**src/rtl/regfile_wb_arbiter_if.sv**
```systemverilog
// Bundle of the two write-back requester handshakes and the register file
// write port shared by the arbiter.
interface regfile_wb_arbiter_if #(
  parameter int DATA_WIDTH = 32,
  parameter int ADDR_WIDTH = 5
);
  logic                  req0_valid;
  logic [ADDR_WIDTH-1:0] req0_addr;
  logic [DATA_WIDTH-1:0] req0_data;
  logic                  req0_ready;
  logic                  req1_valid;
  logic [ADDR_WIDTH-1:0] req1_addr;
  logic [DATA_WIDTH-1:0] req1_data;
  logic                  req1_ready;
  logic                  reg_write;
  logic [ADDR_WIDTH-1:0] write_addr;
  logic [DATA_WIDTH-1:0] write_data;

  // Requesters and register file side.
  modport master (
    output req0_valid, req0_addr, req0_data,
    output req1_valid, req1_addr, req1_data,
    input  req0_ready, req1_ready,
    input  reg_write, write_addr, write_data
  );

  // Arbiter side.
  modport slave (
    input  req0_valid, req0_addr, req0_data,
    input  req1_valid, req1_addr, req1_data,
    output req0_ready, req1_ready,
    output reg_write, write_addr, write_data
  );
endinterface

```
**src/rtl/regfile_wb_arbiter.sv**
```systemverilog
// Round-robin arbiter sharing the register file write port between the ALU
// and load return paths, with x0 writes absorbed and a registered output stage.
module regfile_wb_arbiter #(
  parameter int DATA_WIDTH = 32,
  parameter int ADDR_WIDTH = 5,
  parameter int CNT_WIDTH  = 16
) (
  input  logic                 clk,
  input  logic                 rst_n,
  regfile_wb_arbiter_if.slave  bus,
  output logic                 rr_ptr,
  output logic [CNT_WIDTH-1:0] contention_cnt
);

  logic real0, real1;
  logic null0, null1;
  logic grant0, grant1;

  // A valid write to x0 is acknowledged immediately and never reaches the port.
  always_comb begin
    real0  = bus.req0_valid && (bus.req0_addr != '0);
    real1  = bus.req1_valid && (bus.req1_addr != '0);
    null0  = bus.req0_valid && (bus.req0_addr == '0);
    null1  = bus.req1_valid && (bus.req1_addr == '0);
    grant0 = rst_n && real0 && (!real1 || !rr_ptr);
    grant1 = rst_n && real1 && (!real0 ||  rr_ptr);
    bus.req0_ready = rst_n && (null0 || grant0);
    bus.req1_ready = rst_n && (null1 || grant1);
  end

  always_ff @(posedge clk or negedge rst_n) begin
    if (!rst_n) begin
      bus.reg_write  <= 1'b0;
      bus.write_addr <= '0;
      bus.write_data <= '0;
    end else begin
      bus.reg_write <= grant0 || grant1;
      if (grant0) begin
        bus.write_addr <= bus.req0_addr;
        bus.write_data <= bus.req0_data;
      end else if (grant1) begin
        bus.write_addr <= bus.req1_addr;
        bus.write_data <= bus.req1_data;
      end
    end
  end

  // Priority passes to the loser after every real grant, bounding any wait to one cycle.
  always_ff @(posedge clk or negedge rst_n) begin
    if (!rst_n) begin
      rr_ptr         <= 1'b0;
      contention_cnt <= '0;
    end else begin
      if (grant0) begin
        rr_ptr <= 1'b1;
      end else if (grant1) begin
        rr_ptr <= 1'b0;
      end
      if (real0 && real1 && (contention_cnt != '1)) begin
        contention_cnt <= contention_cnt + 1'b1;
      end
    end
  end

endmodule

```
**src/flat_wrapper.sv**
```systemverilog
// flat-port wrapper written by rule: the top's interface ports become plain ports
module regfile_wb_arbiter_flat 
#(
  parameter int DATA_WIDTH = 32,
  parameter int ADDR_WIDTH = 5,
  parameter int CNT_WIDTH  = 16
)
  (clk, rst_n, rr_ptr, contention_cnt, bus_req0_valid, bus_req0_addr, bus_req0_data, bus_req1_valid, bus_req1_addr, bus_req1_data, bus_req0_ready, bus_req1_ready, bus_reg_write, bus_write_addr, bus_write_data);
  regfile_wb_arbiter_if #(.DATA_WIDTH(DATA_WIDTH), .ADDR_WIDTH(ADDR_WIDTH)) bus_i ();
  input  logic clk;
  input  logic rst_n;
  output logic rr_ptr;
  output logic [CNT_WIDTH-1:0] contention_cnt;
  input wire logic [$bits(bus_i.req0_valid)-1:0] bus_req0_valid;
  input wire logic [$bits(bus_i.req0_addr)-1:0] bus_req0_addr;
  input wire logic [$bits(bus_i.req0_data)-1:0] bus_req0_data;
  input wire logic [$bits(bus_i.req1_valid)-1:0] bus_req1_valid;
  input wire logic [$bits(bus_i.req1_addr)-1:0] bus_req1_addr;
  input wire logic [$bits(bus_i.req1_data)-1:0] bus_req1_data;
  output wire logic [$bits(bus_i.req0_ready)-1:0] bus_req0_ready;
  output wire logic [$bits(bus_i.req1_ready)-1:0] bus_req1_ready;
  output wire logic [$bits(bus_i.reg_write)-1:0] bus_reg_write;
  output wire logic [$bits(bus_i.write_addr)-1:0] bus_write_addr;
  output wire logic [$bits(bus_i.write_data)-1:0] bus_write_data;
  assign bus_i.req0_valid = bus_req0_valid;
  assign bus_i.req0_addr = bus_req0_addr;
  assign bus_i.req0_data = bus_req0_data;
  assign bus_i.req1_valid = bus_req1_valid;
  assign bus_i.req1_addr = bus_req1_addr;
  assign bus_i.req1_data = bus_req1_data;
  assign bus_req0_ready = bus_i.req0_ready;
  assign bus_req1_ready = bus_i.req1_ready;
  assign bus_reg_write = bus_i.reg_write;
  assign bus_write_addr = bus_i.write_addr;
  assign bus_write_data = bus_i.write_data;
  regfile_wb_arbiter #(.DATA_WIDTH(DATA_WIDTH), .ADDR_WIDTH(ADDR_WIDTH), .CNT_WIDTH(CNT_WIDTH)) u_core (.clk(clk), .rst_n(rst_n), .bus(bus_i), .rr_ptr(rr_ptr), .contention_cnt(contention_cnt));
endmodule
```
**config.mk**
```make
export PLATFORM = sky130hd
export DESIGN_NAME = regfile_wb_arbiter_flat
export DESIGN_NICKNAME = d
export VERILOG_FILES = /design/src/rtl/regfile_wb_arbiter_if.sv /design/src/rtl/regfile_wb_arbiter.sv /design/src/flat_wrapper.sv
export SDC_FILE = /design/constraint.sdc
export NUM_CORES = 1
export LEC_CHECK = 0
export ABC_AREA = 1
export BUFFER_PORTS_ARGS = -buffer_cell sky130_fd_sc_hd__buf_2
export CORE_AREA = 5 5 98 82
export DETAILED_ROUTE_END_ITERATION = 6
export DIE_AREA = 0 0 103 87
export PLACE_DENSITY = 0.8
export SLEW_MARGIN = 20
export SYNTH_ARGS = -nofsm -noshare
export SYNTH_HDL_FRONTEND = slang
export SYNTH_SLANG_ARGS = --single-unit
```
**constraint.sdc**
```tcl
create_clock -name clk -period 2.85 [get_ports clk]
set_clock_uncertainty 0.05 [all_clocks]
set_input_delay 0.57 -clock clk [delete_from_list [all_inputs] [get_ports clk]]
set_output_delay 0.57 -clock clk [all_outputs]
set_load 0.01 [all_outputs]
```
Word-level counts from Yosys, hierarchy flattened

Index checks and enable logic that the tools add are counted.
Widths: inputs -> output; s select.

Output and inout bits: 57
Register bits after elaboration: 55
Word-level logic and storage cells: 38
Input port bits: 78

Add/subtract/negate cells: 1
Muxes and demuxes: 6
Reduce and logical (&&, ||, !) cells: 25
Eq/ne operators: 1

Operators with widths:

| operator              | count |
|---|---|
| $mux 32               | 2 |
| $add 16x1->16 const B | 1 |
| $ne 16x16->1 const B  | 1 |
| $logic_and 1x1->1     | 12 |
| $logic_not 5->1       | 2 |
| $mux 5                | 2 |
| $reduce_bool 5->1     | 2 |
| $logic_or 1x1->1      | 5 |
| $logic_not 1->1       | 3 |
| $mux 1                | 2 |
| $reduce_bool 2->1     | 1 |

Logic depth before layout (Yosys ltp)

Word-level depth: 7
Mapped depth: 10
Mapped depth without buffers: 9

Least setup slack after synthesis

OpenSTA, ideal clock, no wires.

Path type: input port to output port
From: in bus_req0_addr[3]
To: out bus_req1_ready
Slack: 1.039 ns
Path buffers: 0
Data required time: 2.230 ns
Cell stages on the path: 5
Arrival: 1.191 ns
Cells stage by stage: nor2_1 nand3_1 nand2_1 inv_1 a31oi_1

Word-level cells in the longest chain between the ends: 7

Ends and longest elaborated chain:

| what               | line                     | RTL |
|---|---|---|
| start: declaration | flat_wrapper.sv:15       | `input wire logic [$bits(bus_i.req0_addr)-1:0] bus_req0_addr;` |
| $reduce_bool 5->1  | regfile_wb_arbiter.sv:21 | `real0 = bus.req0_valid && (bus.req0_addr != '0);` |
| $logic_and 1x1->1  | regfile_wb_arbiter.sv:21 |  |
| $logic_not 1->1    | regfile_wb_arbiter.sv:26 | `grant1 = rst_n && real1 && (!real0 \|\| rr_ptr);` |
| $logic_or 1x1->1   | regfile_wb_arbiter.sv:26 |  |
| $logic_and 1x1->1  | regfile_wb_arbiter.sv:26 |  |
| $logic_or 1x1->1   | regfile_wb_arbiter.sv:28 | `bus.req1_ready = rst_n && (null1 \|\| grant1);` |
| $logic_and 1x1->1  | regfile_wb_arbiter.sv:28 |  |
| end: declaration   | flat_wrapper.sv:21       | `output wire logic [$bits(bus_i.req1_ready)-1:0] bus_req1_ready;` |

Every way passes these cells.

Worst setup path in the final report

From: in rst_n
To: reg u_core.bus.write_data[14]

Word-level cells in the longest chain between the ends: 3
Elaborated cells on any way between the ends: 6
Classes of those cells: mux (1); reduce/logical (5)

Ends and longest elaborated chain:

| what                                                     | line                                               | RTL |
|---|---|---|
| start: declaration                                       | flat_wrapper.sv:11                                 | `input logic rst_n;` |
| $logic_and 1x1->1, on equally long branches (2 in a row) | regfile_wb_arbiter.sv:25, regfile_wb_arbiter.sv:26 |  |
| $mux 32 or $reduce_bool 2->1 (tied branches)             | --                                                 |  |
| end signal: assignment                                   | regfile_wb_arbiter.sv:40                           | `bus.write_data <= bus.req0_data;` |
| end signal: assignment                                   | regfile_wb_arbiter.sv:43                           | `bus.write_data <= bus.req1_data;` |
| end: declaration                                         | regfile_wb_arbiter_if.sv:32                        | `output reg_write, write_addr, write_data` |

Parallel ways exist; a longest one is shown, timed or not.
A chain may end at the register's enable or synchronous reset.

==> flow_metrics.env <==
export IMPL_outcome="finished, final reports clean"
export IMPL_met3_usage=0.0560
export IMPL_grt_util_met2=0.348
export IMPL_fin_crit_sh=0.844
export IMPL_drtPass1Iterations=4
export IMPL_synth_cells=496
export IMPL_die_area_um2=8960
export IMPL_antenna_found_initial=0
export IMPL_tns_ns=0
export IMPL_cp_required_ns=3.00
export IMPL_grt_first_pass_wirelength_um=14500
export IMPL_ys_top_cells_by_count="115 x nand2_1, 94 x nor2_1, 91 x nand3_1"
export IMPL_start_util=0.472
export IMPL_overflow=0
export IMPL_cts_sink_count=55
export IMPL_ios=135
export IMPL_drt_initial_drc_count=131
export IMPL_ys_warn_count=0
export IMPL_synth_seq_cells=55
export IMPL_syn_to_final_growth_pct=23.4
export IMPL_p_seq_frac=0.496
export IMPL_worstSetupPathType="input port to flop"
export IMPL_r2r_slack_ns=1.20
export IMPL_finalMaxSlewViolations=0
export IMPL_nets=701
export IMPL_rows=28
export IMPL_syn_area_per_cell_um2=6.73
export IMPL_yosysTopAreaCell="dfrtp_1"
export IMPL_p_sw_frac=0.343
export IMPL_grt_pass1_vias=3240
export IMPL_synthFlopType="dfrtp_1"
export IMPL_switchingPower_uw=684
export IMPL_clk_pin_slew_worst_paths_ns=0.10
export IMPL_root_buffer="clkbuf_8"
export IMPL_clk_path_buf_depth=2
export IMPL_rsz0062_at_grt="no"
export IMPL_p_clk_frac=0.213
export IMPL_async_flop_share=1.00
export IMPL_die_h_um=87
export IMPL_hold_path_class="input port to flop"
export IMPL_leakage_nw=2.51
export IMPL_power_density_nw_per_um2=483
export IMPL_start_kind="input port"
export IMPL_vias_per_cell=4.79
export IMPL_setup_violations=0
export IMPL_endpoint_kind="flop"
export IMPL_maxCapViolCount=0
export IMPL_htreeDepth=2
export IMPL_irDropWorstVdd_uv=272
export IMPL_netlist_top_cells_area="dfrtp_1 41%, nand3_1 14%, nand2_1 13%"
export IMPL_die_w_um=103
export IMPL_synth_distinct_cells=27
export IMPL_final_core_util=0.582
export IMPL_place_congestion=0.857
export IMPL_finalHoldViolCount=0
export IMPL_use_met1=0.247
export IMPL_hpwl_um=6450
export IMPL_busiest_layer="met2"
export IMPL_wl_um=8830
export IMPL_synth_edf_count=0
export IMPL_seq_area_frac_synth=0.412
export IMPL_cts_tree="yes"
export IMPL_insertion_delay_ns=0.29
export IMPL_vias=3412
export IMPL_relSlewSlack=0.483
export IMPL_fin_crit_ns=2.41
export IMPL_critical_path_arrival_ns=2.55
export IMPL_grt_start_max_net_pins=55
export IMPL_comb_power_share=0.291
export IMPL_insertedDiodeCount=0
export IMPL_cts_setup_buffers=0
export IMPL_power_internal_mw=1.31
export IMPL_postRouteAntennaNets=0
export IMPL_worst_pin_slew_ns=0.773
export IMPL_drc=0
export IMPL_syn_cell_area_um2=3340
export IMPL_yosysMostFrequentCell="nand2_1"
export IMPL_crit_fanout=37
export IMPL_cts_buffers=5
export IMPL_yosysTopAreaCellShare=0.412
export IMPL_fmax_mhz=416
export IMPL_syn_nets=575
export IMPL_drive_gt1_frac=0.254
export IMPL_io_buffers=134
export IMPL_coreArea_um2=7080
export IMPL_track_usage=0.198
export IMPL_avgRoutedWirePerCell_um=12.4
==> metal layers <==
layer / vias to the layer above / part of all wire
li1: 1752 / -
met1: 1546 / 0.43
met2: 112 / 0.49
met3: 2 / 0.079
met4: 0 / 0.0024
met5: - / 0
==> worst paths after layout <==
check / startpoint / to / cells past startpoint
hold reg to reg: u_core.contention_cnt[15]$_DFFE_PN0P_ / u_core.contention_cnt[15]$_DFFE_PN0P_ / 2
min in group asynchronous: rst_n / u_core.bus.write_addr[4]$_DFFE_PN0P_ / 2
hold / removal: bus_req1_data[1] / u_core.bus.write_data[1]$_DFFE_PN0P_ / 3
setup / recovery: rst_n / u_core.bus.write_data[14]$_DFFE_PN0P_ / 7
max in group asynchronous: rst_n / u_core.bus.write_data[22]$_DFFE_PN0P_ / 3
setup reg to reg: u_core.contention_cnt[0]$_DFFE_PN0P_ / u_core.contention_cnt[6]$_DFFE_PN0P_ / 8
==> power by group through the flow <==
stage	registers [mW]	clock network (mW)	logic [mW]
finish	0.987	0.424	0.580
global route	1.00	0.462	0.656
CTS	0.986	0.439	0.587
detailed placement	1.00	0	0.584
global placement	0.999	0	0.571
floorplan	1.04	0	0.287
==> cell type report <==
cell class              count  area [um^2]
clock buffers               7         76.3
repair buffers            139          723
clock inverters             1         5.00
multi-input cells         329         1480
well taps                  90          113
inverters                  92          347
flip-flops and latches     55         1380
fillers                   678         2960
==> flip-flops by register name, indices dropped and copies added, names as in the netlist <==
signal	count
u_core.bus.reg_write	1
u_core.rr_ptr	1
u_core.bus.write_data	32
u_core.bus.write_addr	5
u_core.contention_cnt	16
==> per-stage QoR <==
stage	power, mW	instances	area [um^2]	hold slack, ns	setup WS, ns
4_1_cts	2.01	713	4120	0.421	0.476
3_3_place_gp	1.57	704	4030	0.335	0.642
6_report	1.99	713	4120	0.426	0.444
5_1_grt	2.12	713	4120	0.423	0.281
3_5_place_dp	1.58	704	4030	0.337	0.486
2_1_floorplan	1.33	496	3340	0.224	1.04
==> repair_timing <==
action / CTS / global route
hold buffers: 1 / 0
hold endpoints to repair: 1 / 0
resized for setup: 0 / 0
==> logic make-up (layout without fill, tap and decap cells) <==
family                     count (synthesis)  in the layout  synth area share
and+or+nand+nor                          316            316             0.414
buffers and inverters                    112            239             0.145
DFF                                       55             55             0.412
AOI/OAI and AO/OA                          6              6           0.00974
xor gates and xnor gates                   6              6            0.0157
adders and majority gates                  1              1           0.00375
==> placed cells by master (no fill, tap or decap) <==
cell type      count
dlygate4sd3_1      1
nor2_2             1
nand3b_1           1
o21ai_0            4
nor2_1            94
nand3_2            1
buf_2            134
inv_1             89
clkbuf_8           5
nor2_4             2
clkbuf_1           2
xor2_1             2
nand2_1          115
clkinv_2           2
nand3_4            1
buf_4              3
nand4_1            4
inv_2              2
nand2_2            4
xnor2_1            4
nor3_4             1
a31oi_1            2
nand2_4            1
ha_1               1
buf_12             1
dfrtp_1           55
nand3_1           91
==> critical path, cell delays in order <==
cell and delay [ns]:
dlygate4sd3_1 0.52, buf_2 0.18, nand3_1 0.29, inv_1 0.20, nand2_2 0.45, nor2_1 0.27, nor2_1 0.07
Note: power is estimated with default switching activity, not from simulation.
